**config.mk**
```make
export PLATFORM = sky130hd
export DESIGN_NAME = elbeth_mem_port
export DESIGN_NICKNAME = d
export VERILOG_FILES = /design/src/rtl/elbeth_mem_pkg.sv /design/src/rtl/elbeth_mem_lane_align.sv /design/src/rtl/elbeth_mem_port.sv
export SDC_FILE = /design/constraint.sdc
export NUM_CORES = 1
export LEC_CHECK = 0
export ABC_AREA = 1
export BUFFER_PORTS_ARGS = -buffer_cell sky130_fd_sc_hd__buf_2
export CAP_MARGIN = 10
export CORE_UTILIZATION = 45
export CTS_CLUSTER_DIAMETER = 30
export CTS_CLUSTER_SIZE = 25
export DETAILED_ROUTE_END_ITERATION = 7
export PLACE_DENSITY = 0.79
export SYNTH_ARGS = -nofsm -noshare
export SYNTH_HDL_FRONTEND = slang
export SYNTH_SLANG_ARGS = --single-unit
export TNS_END_PERCENT = 5
```
**constraint.sdc**
```tcl
create_clock -name clk -period 1.6 [get_ports clk]
set_input_delay 0.08 -clock clk [delete_from_list [all_inputs] [get_ports clk]]
set_output_delay 0.08 -clock clk [all_outputs]
set_load 0.01 [all_outputs]
```
**src/rtl/elbeth_mem_pkg.sv**
```systemverilog
// rtl/elbeth_mem_pkg.sv - size encodings, mcause codes and FSM states shared by the elbeth memory port
package elbeth_mem_pkg;

    localparam logic [1:0] SZ_BYTE = 2'b00;
    localparam logic [1:0] SZ_HALF = 2'b01;
    localparam logic [1:0] SZ_WORD = 2'b10;

    localparam logic [3:0] EXC_IF_MISALIGN = 4'd0;
    localparam logic [3:0] EXC_IF_FAULT    = 4'd1;
    localparam logic [3:0] EXC_LD_MISALIGN = 4'd4;
    localparam logic [3:0] EXC_LD_FAULT    = 4'd5;
    localparam logic [3:0] EXC_ST_MISALIGN = 4'd6;
    localparam logic [3:0] EXC_ST_FAULT    = 4'd7;

    typedef enum logic [1:0] {
        ST_IDLE = 2'd0,
        ST_WAIT = 2'd1,
        ST_DONE = 2'd2,
        ST_ERR  = 2'd3
    } state_t;

    function automatic logic [3:0] exc_code(input logic is_data, input logic we, input logic fault);
        if (!is_data) return fault ? EXC_IF_FAULT : EXC_IF_MISALIGN;
        if (we)       return fault ? EXC_ST_FAULT : EXC_ST_MISALIGN;
        return fault ? EXC_LD_FAULT : EXC_LD_MISALIGN;
    endfunction

endpackage

```
**src/rtl/elbeth_mem_lane_align.sv**
```systemverilog
// rtl/elbeth_mem_lane_align.sv - byte strobes, lane-replicated store data and misalignment flag
module elbeth_mem_lane_align
    import elbeth_mem_pkg::*;
(
    input  logic [1:0]  i_size,
    input  logic [1:0]  i_addr_lo,
    input  logic [31:0] i_wdata,
    output logic [3:0]  o_be,
    output logic [31:0] o_wdata,
    output logic        o_misaligned
);

    always_comb begin
        o_be         = 4'b1111;
        o_wdata      = i_wdata;
        o_misaligned = (i_addr_lo != 2'b00);
        case (i_size)
            SZ_BYTE: begin
                o_be         = 4'b0001 << i_addr_lo;
                o_wdata      = {4{i_wdata[7:0]}};
                o_misaligned = 1'b0;
            end
            SZ_HALF: begin
                o_be         = 4'b0011 << i_addr_lo;
                o_wdata      = {2{i_wdata[15:0]}};
                o_misaligned = i_addr_lo[0];
            end
            SZ_WORD: ;
            default: ;
        endcase
    end

endmodule

```
**src/rtl/elbeth_mem_port.sv**
```systemverilog
// rtl/elbeth_mem_port.sv - single-channel CPU-to-memory port with alignment/range checks
// Optional response watchdog built when ELBETH_MEM_TIMEOUT_EN is defined.
module elbeth_mem_port
    import elbeth_mem_pkg::*;
#(
    parameter int IS_DATA = 1,
    parameter int ADDR_W  = 8,
    parameter int TIMEOUT = 255
) (
    input  logic              clk,
    input  logic              rst,
    input  logic              cpu_req,
    input  logic              cpu_we,
    input  logic [1:0]        cpu_size,
    input  logic [31:0]       cpu_addr,
    input  logic [31:0]       cpu_wdata,
    output logic [31:0]       cpu_rdata,
    output logic              cpu_ready,
    output logic              cpu_exc,
    output logic [3:0]        cpu_exc_code,
    output logic              mem_en,
    output logic [3:0]        mem_be,
    output logic [ADDR_W-1:0] mem_addr,
    output logic [31:0]       mem_wdata,
    input  logic [31:0]       mem_rdata,
    input  logic              mem_ready,
    input  logic              mem_error
);

    if (TIMEOUT < 1 || TIMEOUT > 65535) begin : g_timeout_range
        $error("elbeth_mem_port: TIMEOUT must be within 1..65535");
    end

    state_t              r_state;
    state_t              w_state_next;
    logic [ADDR_W-1:0]   r_addr;
    logic [3:0]          r_be;
    logic [31:0]         r_wdata;
    logic                r_we;
    logic [31:0]         r_rdata;
    logic [3:0]          r_code;

    logic                w_we;
    logic [3:0]          w_be;
    logic [31:0]         w_wdata_rep;
    logic                w_misaligned;
    logic                w_out_of_range;
    logic                w_timeout;
    logic                w_load;
    logic                w_set_code;
    logic [3:0]          w_code;

    assign w_we           = (IS_DATA != 0) && cpu_we;
    assign w_out_of_range = (cpu_addr >> (ADDR_W + 2)) != 32'd0;

    elbeth_mem_lane_align u_align (
        .i_size       (cpu_size),
        .i_addr_lo    (cpu_addr[1:0]),
        .i_wdata      (cpu_wdata),
        .o_be         (w_be),
        .o_wdata      (w_wdata_rep),
        .o_misaligned (w_misaligned)
    );

`ifdef ELBETH_MEM_TIMEOUT_EN
    logic [15:0] r_wait_cnt;

    always_ff @(posedge clk or negedge rst) begin
        if (!rst)                   r_wait_cnt <= 16'd0;
        else if (r_state != ST_WAIT) r_wait_cnt <= 16'd0;
        else                        r_wait_cnt <= r_wait_cnt + 16'd1;
    end

    // The count reads TIMEOUT-1 during the TIMEOUT-th WAIT cycle.
    assign w_timeout = (r_wait_cnt == 16'(TIMEOUT - 1));
`else
    assign w_timeout = 1'b0;
`endif

    always_ff @(posedge clk or negedge rst) begin
        if (!rst) r_state <= ST_IDLE;
        else      r_state <= w_state_next;
    end

    always_comb begin
        w_state_next = r_state;
        w_load       = 1'b0;
        w_set_code   = 1'b0;
        w_code       = 4'd0;
        case (r_state)
            ST_IDLE: begin
                if (cpu_req) begin
                    if (w_misaligned) begin
                        w_state_next = ST_ERR;
                        w_set_code   = 1'b1;
                        w_code       = exc_code(IS_DATA != 0, w_we, 1'b0);
                    end else if (w_out_of_range) begin
                        w_state_next = ST_ERR;
                        w_set_code   = 1'b1;
                        w_code       = exc_code(IS_DATA != 0, w_we, 1'b1);
                    end else begin
                        w_state_next = ST_WAIT;
                        w_load       = 1'b1;
                    end
                end
            end
            ST_WAIT: begin
                // A fault reported alongside mem_ready still counts as a fault.
                if (mem_error || (!mem_ready && w_timeout)) begin
                    w_state_next = ST_ERR;
                    w_set_code   = 1'b1;
                    w_code       = exc_code(IS_DATA != 0, r_we, 1'b1);
                end else if (mem_ready) begin
                    w_state_next = ST_DONE;
                end
            end
            ST_DONE: w_state_next = ST_IDLE;
            ST_ERR:  w_state_next = ST_IDLE;
            default: w_state_next = ST_IDLE;
        endcase
    end

    always_ff @(posedge clk or negedge rst) begin
        if (!rst) begin
            r_addr  <= '0;
            r_be    <= 4'b0000;
            r_wdata <= 32'd0;
            r_we    <= 1'b0;
            r_rdata <= 32'd0;
            r_code  <= 4'd0;
        end else begin
            if (w_load) begin
                r_addr  <= cpu_addr[ADDR_W+1:2];
                r_we    <= w_we;
                r_be    <= w_we ? w_be : 4'b0000;
                r_wdata <= w_we ? w_wdata_rep : 32'd0;
            end
            if (w_set_code) r_code <= w_code;
            if (r_state == ST_WAIT && w_state_next == ST_DONE) r_rdata <= mem_rdata;
        end
    end

    assign mem_en       = (r_state == ST_WAIT);
    assign mem_addr     = r_addr;
    assign mem_be       = r_be;
    assign mem_wdata    = r_wdata;
    assign cpu_ready    = (r_state == ST_DONE) || (r_state == ST_ERR);
    assign cpu_exc      = (r_state == ST_ERR);
    assign cpu_exc_code = (r_state == ST_ERR) ? r_code : 4'd0;
    assign cpu_rdata    = r_rdata;

endmodule

```
## After elaboration in Yosys (flattened, before gate mapping)

Index checks and enable logic that the tools add are counted.

- Flip-flop bits (word level): 83
- Input bits: 104
- Output and inout port bits: 83
- Logic and storage cells: 64

- Equality and inequality tests: 5
- Shift operators: 2
- Mux-type cells: 43
- Reductions and logical operators: 7

Operator list:

| operator | count |
|---|---|
| 32-bit case mux with 2 select lines | 1 |
| 4-bit two-way mux | 12 |
| 32-bit two-way mux | 1 |
| 32-bit nonzero test | 1 |
| 1-bit two-way mux | 19 |
| 4-bit case mux with 2 select lines | 2 |
| 2-bit two-way mux | 5 |
| 2-bit == test, second input constant | 3 |
| 2-bit case mux with 3 select lines | 1 |
| 2-bit by 1-bit == test with 1-bit output, second input constant | 2 |
| 2-bit zero test | 2 |
| 1-bit case mux with 2 select lines | 2 |
| 1-bit by 2-bit left shift with 4-bit output, first input constant | 1 |
| 2-bit by 2-bit left shift with 4-bit output, first input constant | 1 |
| 2-bit nonzero test | 1 |
| 2-bit OR reduction | 1 |
| 1-bit logical AND | 1 |
| 1-bit logical OR | 1 |

## Logic depth before layout (Yosys ltp)

Gate-level depths: netlist (run 1).

- Word-level depth: 10
- Gate-level depth with buffers: 10
- Depth with buffers taken out: 9

## Modules after synthesis

From an unflattened synthesis (run 1), not the netlist that was laid out.

- Cells, all modules: 447
- Area, all modules: 4,332.9 um2

By module, submodules not included:

| module | instances | cells an instance | area an instance (um2) |
|---|---|---|---|
| elbeth_mem_port | 1 | 344 | 3,718.6 |
| elbeth_mem_lane_align | 1 | 103 | 614.3 |

## Least setup slack after synthesis (run 1)

OpenSTA, ideal clock, no wires.

- Path kind: reg2reg
- From: reg r_state[0]
- To: reg r_wdata[24] (netlist: mem_wdata[24])
- Arrival time: 1,368 ps
- Path slack: 108 ps
- Cell stages (with the launch flop): 8
- Path through: dfrtp_1 -> nor3_2 -> nand2_2 -> nor2_8 -> inv_2 -> buf_2 -> nand2_1 -> o21ai_2

- Word-level cells in the longest chain between the ends: 2

RTL lines:

| item | line | RTL |
|---|---|---|
| start: declaration | elbeth_mem_port.sv:34 | `state_t r_state;` |
| start signal: assignment | elbeth_mem_port.sv:82 | `else r_state <= w_state_next;` |
| 2-bit zero test | elbeth_mem_port.sv:90 | `case (r_state)` |
| 1-bit two-way mux | elbeth_mem_port.sv:90 |  |
| end signal: assignment | elbeth_mem_port.sv:136 | `r_wdata <= w_we ? w_wdata_rep : 32'd0;` |
| end: declaration | elbeth_mem_port.sv:38 | `logic [31:0] r_wdata;` |

Every way passes these cells.
A chain may end at the register's enable or synchronous reset.

## Worst setup path in the final report (run 1)

- From: reg r_state[0]
- To: reg r_wdata[1] (netlist: mem_wdata[1])

The elaborated chain is that of the path after synthesis.

==> metrics list, run 1 <==
- Outcome: finished clean
- Netlist area before placement: 3650 um^2
- Vias per cell: 4.82
* Summed area of non-filler cells in the final layout: 5290 um^2
- Number of nets in the layout: 694
- The most critical setup path has its startpoint at r_state[0]$_DFF_PN0_.
* Worst reg2reg setup slack: 120 ps
- Cell count after placement: 648
- Counting flops and latches in the post-synthesis netlist gives 82.
* R2r startpoint: r_state[0]$_DFF_PN0_
* Number of standard cells after synthesis: 365
* Number of max-cap violations: 0
- Area of combinational cells with multiple inputs: 1330 um^2
- In this run the number of H-tree levels came out at 3.
* CTS Sinks: 82
- Slew at the pin closest to its max-slew limit: 607 ps
- Across all layers, the routed design uses 3359 vias.
* CTS Root Buffer Type: sky130_fd_sc_hd__clkbuf_8
- Measured against its own limit, the worst slew margin works out to 0.595.
- The via count of the first global-routing pass came to 3367.
* Wire per inst: 14.4 um
- The number of antenna violations at the first check in global routing is 0.
* Final period utilization: 0.922
* Critical path buffer and inverter count: 1
- Top achievable clock speed: 678 MHz
- The die covers 8470 um^2.
- Area used by sequential logic in the layout: 2050 um^2
* Number of library cell types mapped by synthesis: 25
* Area after DPL: 4730 um^2
- Max Transition Viols Final: 0
- Entering global routing, the biggest net connects 49 pins.
* Ys flop type: sky130_fd_sc_hd__dfrtp_1
- On the worst path, the slowest cell contributes a delay of 410 ps.
* Signed area change from the synthesized netlist to the final layout: 45.0%
- The repair_antennas step left the layout with diodes totalling 0.
* Commonest cells after routing, fill and taps aside: sky130_fd_sc_hd__buf_2, sky130_fd_sc_hd__dfrtp_1, sky130_fd_sc_hd__nand2_1, sky130_fd_sc_hd__inv_1, sky130_fd_sc_hd__dlygate4sd3_1
- The count of cells in the finished layout, fillers not included, comes to 697.
* Critical Path, Cell by Cell: nor3_2 > nand2_2 > nor2_8 > nand2_4 > buf_12 > o21ai_1
- Across the routed clock network, the largest skew measured is 7.03 ps.
- STA classifies the critical path endpoint as a register.
* Slowest-stage cell, CP: sky130_fd_sc_hd__dfrtp_1
* Worst-skew pair later-pin latency: 350 ps
- Once detail routing completed, the nets flagged for antenna violations numbered 0.
- Die span in y: 92.0 um
* Kind of path behind the tightest hold check: primary input to register
- Across every metal layer, demand over resource in global routing totals 0.244.
- For the worst setup path, the data arrival time is 1730 ps.
- Measured in cells, the most critical reg-to-reg path has a length of 6.
- Filler cell count: 613
- Setup_tns: 0 ps
- Yosys printed 0 warnings.
* CP Class: register to register
* Width of the die: 92.0 um
- Of the cells placed in the final design, the portion with a size suffix greater than 1 is 0.457.
* Gate family responsible for the most delay along the worst path: simple AND/OR/NAND/NOR gates
- In the routed design, unresolved DRC markers number 0.
* Clock-pin transition on the worst setup and hold timing paths: 90 ps
- Critical register-to-register path endpoint: mem_wdata[1]$_DFFE_PN0P_
- Global-route wire length before repair: 16200 um
- For this run, the detailed router's first-pass iteration total came to 4.
- The core region is 7770 um^2.
- Total Routed Length: 10100 um
- Maximum fanout along the worst path: 36
- The routed design could run at a clock period as short as 1480 ps.
* Number of nets in the synthesized netlist: 469
- The first routing iteration left 55 violations.
- HPWL Detailed: 7020 um
- The tightest hold path in the finished design has a slack of 14.9 ps.
* Number of CTS-inserted buffers: 9
- After global routing the overflow that remains totals 0.
- Critical Path Sink: mem_wdata[1]$_DFFE_PN0P_
- Setup Viol. Count Final: 0
* Most frequent standard cell in the layout excluding fill and tap cells: sky130_fd_sc_hd__buf_2
* Average cell area after synthesis: 10.0 um^2
* Depth of the critical timing path with buffers and inverters included: 6
- Of all flip-flops after synthesis, the portion carrying an async set or reset was 1.00.
* Sequential share of the synthesized area: 0.562
* EDFF count, synth: 0
- At the end of routability-driven placement, the weighted congestion stood at 0.769.
- Dividing total power by cell area gives a power density of 1180 nW/um^2.
* Worst VDD drop: 0.470 mV
- CP startpoint kind: register
* Clock tree from TritonCTS: done
* Initial Util: 0.470
- The analysis attributes to cell leakage a power of 2.96 nW.
- Input and output buffers added on the ports amount to 185.
* Setup repair after global routing missed its margin: false
* Cell row count: 32
- STA puts the critical path data required time at 1860 ps.
- Number of hold violations in the final report: 0
* Clock buffer depth: 2
* Top-Level Pins: 187
timing repair:
| item | 4_1_cts | 5_1_grt |
|---|---|---|
| resized for setup | 0 | 3 |
| hold buffers | 33 | 0 |
| setup endpoints to repair | 0 | 37 |
| buffers inserted | 0 | 0 |
| hold endpoints to repair | 78 | 0 |
flip-flops by register name, summed over array words and instances (netlist names):
name,flops
r_code,3
mem_be,4
r_we,1
cpu_rdata,32
mem_wdata,32
r_state,2
mem_addr,8
report_power, final:
part	switching, mW	leakage (nW)	total (mW)	internal, mW
Sequential	0.242	1.07	2.77	2.52
Clock	0.775	0.111	1.67	0.893
Combinational	0.877	1.78	1.79	0.911
cells in the mapped netlist (all sizes together) (3+ instances only):
master	n	area [um^2]
dfrtp	82	2050
buf	11	76.3
mux2	32	360
inv	48	180
o21ai	61	380
nand3	8	40.0
nor2	33	145
nand2	71	284
clkbuf	3	11.3
a21oi	3	15.0
o221ai	8	70.1
worst register-to-register path, stage by stage, from the launching register on:
cell and delay, ps:
sky130_fd_sc_hd__dfrtp_1 410, sky130_fd_sc_hd__nor3_2 250, sky130_fd_sc_hd__nand2_2 120, sky130_fd_sc_hd__nor2_8 170
sky130_fd_sc_hd__nand2_4 70, sky130_fd_sc_hd__buf_12 170, sky130_fd_sc_hd__o21ai_1 200
cell type report:
type / instances / area share
Timing Repair Buffer: 228 / 0.260
Clock inverter: 7 / 0.0187
Multi-Input combinational cell: 221 / 0.251
Inverter: 48 / 0.0345
Sequential cell: 82 / 0.388
Tap cell: 102 / 0.0241
Clock buffer: 9 / 0.0234
routing by layer:
layer	up-vias	routed length [um]	GRT usage
li1	1631	-	-
met1	1564	3820	0.267
met2	151	5140	0.453
met3	13	944	0.0746
met4	0	159	0.0703
met5	-	0	0
cell families after synthesis:
group	synth area share
AND/OR/NAND/NOR	0.135
flip-flops	0.562
buffers and inverters	0.0734
AO/OA/AOI/OAI	0.130
multiplexers	0.0988
other	0.00103
metrics by stage:
step | setup slack, ps | power (mW) | util
after floorplan | 108 | 3.67 | -
after global placement | 70.6 | 4.42 | 0.609
after detailed placement | 46.7 | 4.50 | 0.609
after CTS | 27.6 | 6.22 | 0.680
after global routing | 11.0 | 6.55 | 0.681
final | 124 | 6.22 | 0.681
worst min path at each step:
stage,startpoint,to,slack (ps),depth (start not counted)
after floorplan,rst,cpu_rdata[0]$_DFFE_PN0P_,-220,0
after CTS,cpu_wdata[2],mem_wdata[2]$_DFFE_PN0P_,8,3
after global routing,cpu_wdata[7],mem_wdata[7]$_DFFE_PN0P_,20,3
after global placement,rst,cpu_rdata[24]$_DFFE_PN0P_,130,1
after detailed placement,rst,cpu_rdata[22]$_DFFE_PN0P_,140,1
final,cpu_wdata[2],mem_wdata[2]$_DFFE_PN0P_,10,3
Note: power is estimated with default switching activity, not from simulation.
==> run 2, diff against run 1 <==
ABC_AREA = not set   (was 1)
CORE_ASPECT_RATIO = 2   (was not set)
CORE_UTILIZATION = 47   (was 45)
PLACE_DENSITY = 0.81   (was 0.79)
==> metrics list, run 2 <==
- Setup slack of the critical path after layout: -181 ps (was 124 ps)
- The final cycle utilization of the critical path was 1.11 (was 0.922).
- The clock sink count came to 82 (unchanged).
* Deepest level of the CTS H-tree: 3 (unchanged)
- Number of nets in the layout: 676 (was 694)
- Clock group share of total power: 0.300 (was 0.268)
- Maximum fanout along the worst path: 6 (was 36)
- Commonest cells after routing, fill and taps aside: sky130_fd_sc_hd__buf_2, sky130_fd_sc_hd__dfrtp_1, sky130_fd_sc_hd__nand2_1, sky130_fd_sc_hd__dlygate4sd3_1, sky130_fd_sc_hd__mux2i_1 (was sky130_fd_sc_hd__buf_2, sky130_fd_sc_hd__dfrtp_1, sky130_fd_sc_hd__nand2_1, sky130_fd_sc_hd__inv_1, sky130_fd_sc_hd__dlygate4sd3_1).
* Setup Viol. Count Final: 77 (was 0)
* Area used by sequential logic in the layout: 2050 um^2 (about the same)
- Static leakage: 3.03 nW (was 2.96 nW)
- The cell accounting for the most synthesized area was sky130_fd_sc_hd__dfrtp_1 (unchanged).
- The total track usage came to 0.254 (was 0.244).
- Number of CTS-inserted buffers: 9 (unchanged)
- Residual DRC: 0 (unchanged)
- The floorplan die height came to 132 um (was 92.0 um).
* Number of standard cells in the layout, taps in and fillers out: 675 (was 697)
- Share of layout cells above drive strength 1: 0.515 (was 0.457)
- The number of instances in the placed design is 611 (was 648).
- Number of standard cells after synthesis: 328 (was 365)
- The endpoint class of the critical path is a register (unchanged).
- The primary flip-flop cell chosen by synthesis mapping was sky130_fd_sc_hd__dfrtp_1 (unchanged).
* Data required time of the worst path: 1820 ps (was 1860 ps)
- The fraction of the mapped netlist area in adder cells came to 0 (unchanged).
* Width of the die: 67.2 um (was 92.0 um)
* Worst Clk Skew: 5.60 ps (was 7.03 ps)
- The clock tree from TritonCTS is done (unchanged).
- CP startpoint kind: register (unchanged)
* Number of hold violations in the final report: 0 (unchanged)
- The number of pins with negative max-slew slack in the final report is 0 (unchanged).
- The reg-to-reg endpoint is mem_wdata[9]$_DFFE_PN0P_ (was mem_wdata[1]$_DFFE_PN0P_).
- Top cells by area in the synthesized netlist: sky130_fd_sc_hd__dfrtp_1, sky130_fd_sc_hd__mux2_2, sky130_fd_sc_hd__mux2i_1, sky130_fd_sc_hd__mux2_4, sky130_fd_sc_hd__nand2_1 (was sky130_fd_sc_hd__dfrtp_1, sky130_fd_sc_hd__mux2_2, sky130_fd_sc_hd__nand2_1, sky130_fd_sc_hd__o21ai_2, sky130_fd_sc_hd__inv_1)
- Quantity of I/O buffers inserted on ports: 185 (unchanged)
* Power dissipated by switching net loads: 1.92 mW (was 1.89 mW)
* Number of warnings issued by yosys: 0 (unchanged)
* Core region area: 8290 um^2 (was 7770 um^2)
- Outcome: complete, but fails checks (was finished clean)
- EDFF count, synth: 0 (unchanged)
- Filler cell count: 578 (was 613)
- Vias per cell: 5.02 (was 4.82)
* HPWL Detailed: 7570 um (was 7020 um)
* Signed area change from the synthesized netlist to the final layout: 48.2% (was 45.0%)
- The total area of multi-input combinational cells was 1730 um^2 (was 1330 um^2).
- Number of max-cap violations: 0 (unchanged)
* Failing checks: setup timing
* Area fraction in compound gates after synthesis: 0.0475 (was 0.130)
* Number of library cell types mapped by synthesis: 33 (was 25)
* Most used standard cell by instance count after synthesis: sky130_fd_sc_hd__dfrtp_1 (unchanged)
* Share of power burned in registers: 0.410 (was 0.445)
- ANT nets after route: 0 (unchanged)
* Data arrival at the endpoint of the critical path: 2000 ps (was 1730 ps)
* Vias after detailed routing: 3388 (was 3359)
* Detailed-routing iteration count for the pre-antenna-repair pass: 4 (unchanged)
- The total congestion overflow is 0 (unchanged).
* Combinational group share of total power: 0.290 (was 0.287)
* Fraction of synthesized cell area taken by the top area cell type: 0.513 (was 0.562)
* Global-route wire length before repair: 16800 um (was 16200 um)
* R2r startpoint: r_state[1]$_DFF_PN0_ (was r_state[0]$_DFF_PN0_)
- Worst-skew pair later-pin latency: 330 ps (was 350 ps)
- Slew margin rel.: 0.621 (was 0.595)
* Clock-pin transition on the worst setup and hold timing paths: 60 ps (was 90 ps)
- Setup repair after global routing missed its margin: true (was false).
- Antenna violations before repair: 0 (unchanged)
* Total Routed Length: 10900 um (was 10100 um)
- Kind of path behind the tightest hold check: primary input to register (unchanged)
- The timing-limited maximum frequency came to 562 MHz (was 678 MHz).
- The number of top-level pins is 187 (unchanged).
- Initial DRC Count: 136 (was 55)
* Sequential share of the synthesized area: 0.513 (was 0.562)
* Average cell area after synthesis: 12.2 um^2 (was 10.0 um^2)
- Most used standard cells in the synthesized netlist: sky130_fd_sc_hd__dfrtp_1, sky130_fd_sc_hd__nand2_1, sky130_fd_sc_hd__mux2_2, sky130_fd_sc_hd__mux2i_1, sky130_fd_sc_hd__inv_1 (was sky130_fd_sc_hd__dfrtp_1, sky130_fd_sc_hd__nand2_1, sky130_fd_sc_hd__inv_1)
* Depth of the worst hold-timing path: 3 (unchanged)
- The die footprint is 8910 um^2 (was 8470 um^2).
- The cell area after layout came to 5930 um^2 (was 5290 um^2).
- The aggregate negative setup slack came to -6670 ps (was 0 ps).
- Clock buffer depth: 2 (unchanged)
- Largest family of logic cells by synthesized area: multiplexers (was simple AND/OR/NAND/NOR gates)
* #FFs+latches synth: 82 (unchanged)
* Worst VDD drop: 0.529 mV (was 0.470 mV)
* Area after DPL: 5080 um^2 (was 4730 um^2)
* Initial Util: 0.483 (was 0.470)
- PD cells: 1130 nW/um^2 (was 1180 nW/um^2)
- The kind of critical path is register to register (unchanged).
- Mux contribution to synthesized area: 0.272 (was 0.0988)
* Slew at the pin closest to its max-slew limit: 568 ps (was 607 ps)
- Time the worst path needs with I/O delays and setup: 1780 ps (was 1480 ps)
- The detailed-route wire length per cell came to 16.1 um (was 14.4 um).
- Final antenna diode count: 0 (unchanged)
* Switching portion of total power: 0.288 (was 0.304)
- The clock root buffer master was sky130_fd_sc_hd__clkbuf_16 (was sky130_fd_sc_hd__clkbuf_8).
* Netlist area before placement: 4000 um^2 (was 3650 um^2)
- The depth of the most critical reg-to-reg path is 5 (was 6).
- Simple-gate share of the synthesized area: 0.107 (was 0.135)
- Routability Congestion: 0.843 (was 0.769)
- The number of rows created at floorplan is 47 (was 32).
- Worst reg2reg setup slack: -180 ps (was 120 ps)
* WHS Endpoint: mem_wdata[6]$_DFFE_PN0P_ (was mem_wdata[2]$_DFFE_PN0P_)
- The net count after synthesis is 432 (was 469).
- The startpoint of the worst hold path is cpu_wdata[6] (was cpu_wdata[2]).
- Most frequent standard cell in the layout excluding fill and tap cells: sky130_fd_sc_hd__buf_2 (unchanged)
* Maximum number of pins on one net before global-route repair: 48 (was 49)
- The via count of the first global-routing pass was 3500 (was 3367).
- Share of async-settable or async-resettable flops after synthesis: 1.00 (unchanged)
- The parity-gate share of the synthesized area counting xor and xnor cells came to 0 (unchanged).
- Internal power: 4.76 mW (was 4.33 mW)
-- run 2: metal layers --
layer	vias to the layer above	wire (um)	GRT usage
met3	21	551	0.0500
met5	-	0	0
li1	1597	-	-
met1	1616	3830	0.257
met4	0	254	0.119
met2	154	6250	0.468
-- run 2: critical path, cell delays in order (launching register included) --
cell and delay (ps):
sky130_fd_sc_hd__dfrtp_2 410, sky130_fd_sc_hd__or3b_4 400, sky130_fd_sc_hd__nor3_4 210, sky130_fd_sc_hd__buf_12 160
sky130_fd_sc_hd__clkbuf_16 160, sky130_fd_sc_hd__mux2_2 330
-- run 2: how the worst max path moves through the flow --
stage / startpoint / cells after the start / slack (ps) / endpoint
finish: r_state[1]$_DFF_PN0_ / 5 / -180 / mem_wdata[9]$_DFFE_PN0P_
global route: r_state[1]$_DFF_PN0_ / 5 / -220 / mem_wdata[9]$_DFFE_PN0P_
CTS: r_state[1]$_DFF_PN0_ / 5 / -210 / mem_wdata[8]$_DFFE_PN0P_
detailed placement: r_state[1]$_DFF_PN0_ / 5 / -240 / mem_be[3]$_DFFE_PN0P_
global placement: r_state[1]$_DFF_PN0_ / 4 / -140 / mem_wdata[12]$_DFFE_PN0P_
floorplan: r_state[0]$_DFF_PN0_ / 5 / -100 / mem_addr[0]$_DFFE_PN0P_
-- run 2: power by group through the flow --
stage	combinational (mW)	sequential [mW]	clock, mW
floorplan	0.753	2.98	0
global placement	1.75	2.75	0
detailed placement	1.80	2.78	0
CTS	1.93	2.73	2.06
global route	2.13	2.80	2.16
finish	1.94	2.74	2.01
-- run 2: through the flow --
stage / total power, mW / util / hold slack, ps / worst slack (ps)
floorplan: 3.74 / - / -216 / -101
global placement: 4.49 / 0.613 / -36.5 / -145
detailed placement: 4.58 / 0.613 / -27.7 / -235
CTS: 6.73 / 0.708 / 27.9 / -212
global route: 7.08 / 0.715 / 37.8 / -216
finish: 6.69 / 0.715 / 40.5 / -181
-- run 2: cell type report --
cell class                      instances  area share
Tap cell                               98      0.0207
Clock buffer                           10      0.0386
Multi-Input combinational cell        205       0.292
Inverter                               21      0.0133
Timing Repair Buffer                  253       0.278
Sequential cell                        82       0.346
Clock inverter                          6      0.0114
-- run 2: repair_timing --
action / CTS / global route
resized for setup: 7 / 12
cloned: 1 / 1
buffers inserted: 3 / 3
endpoints found under the setup margin: 51 / 77
hold endpoints to repair: 123 / 0
hold buffers: 42 / 0
pin swaps: 1 / 1
-- run 2: logic make-up after synthesis --
family | Yosys count
AOI/OAI and AO/OA | 31
buffers and inverters | 41
DFF | 82
muxes | 94
other | 1
and+or+nand+nor | 79
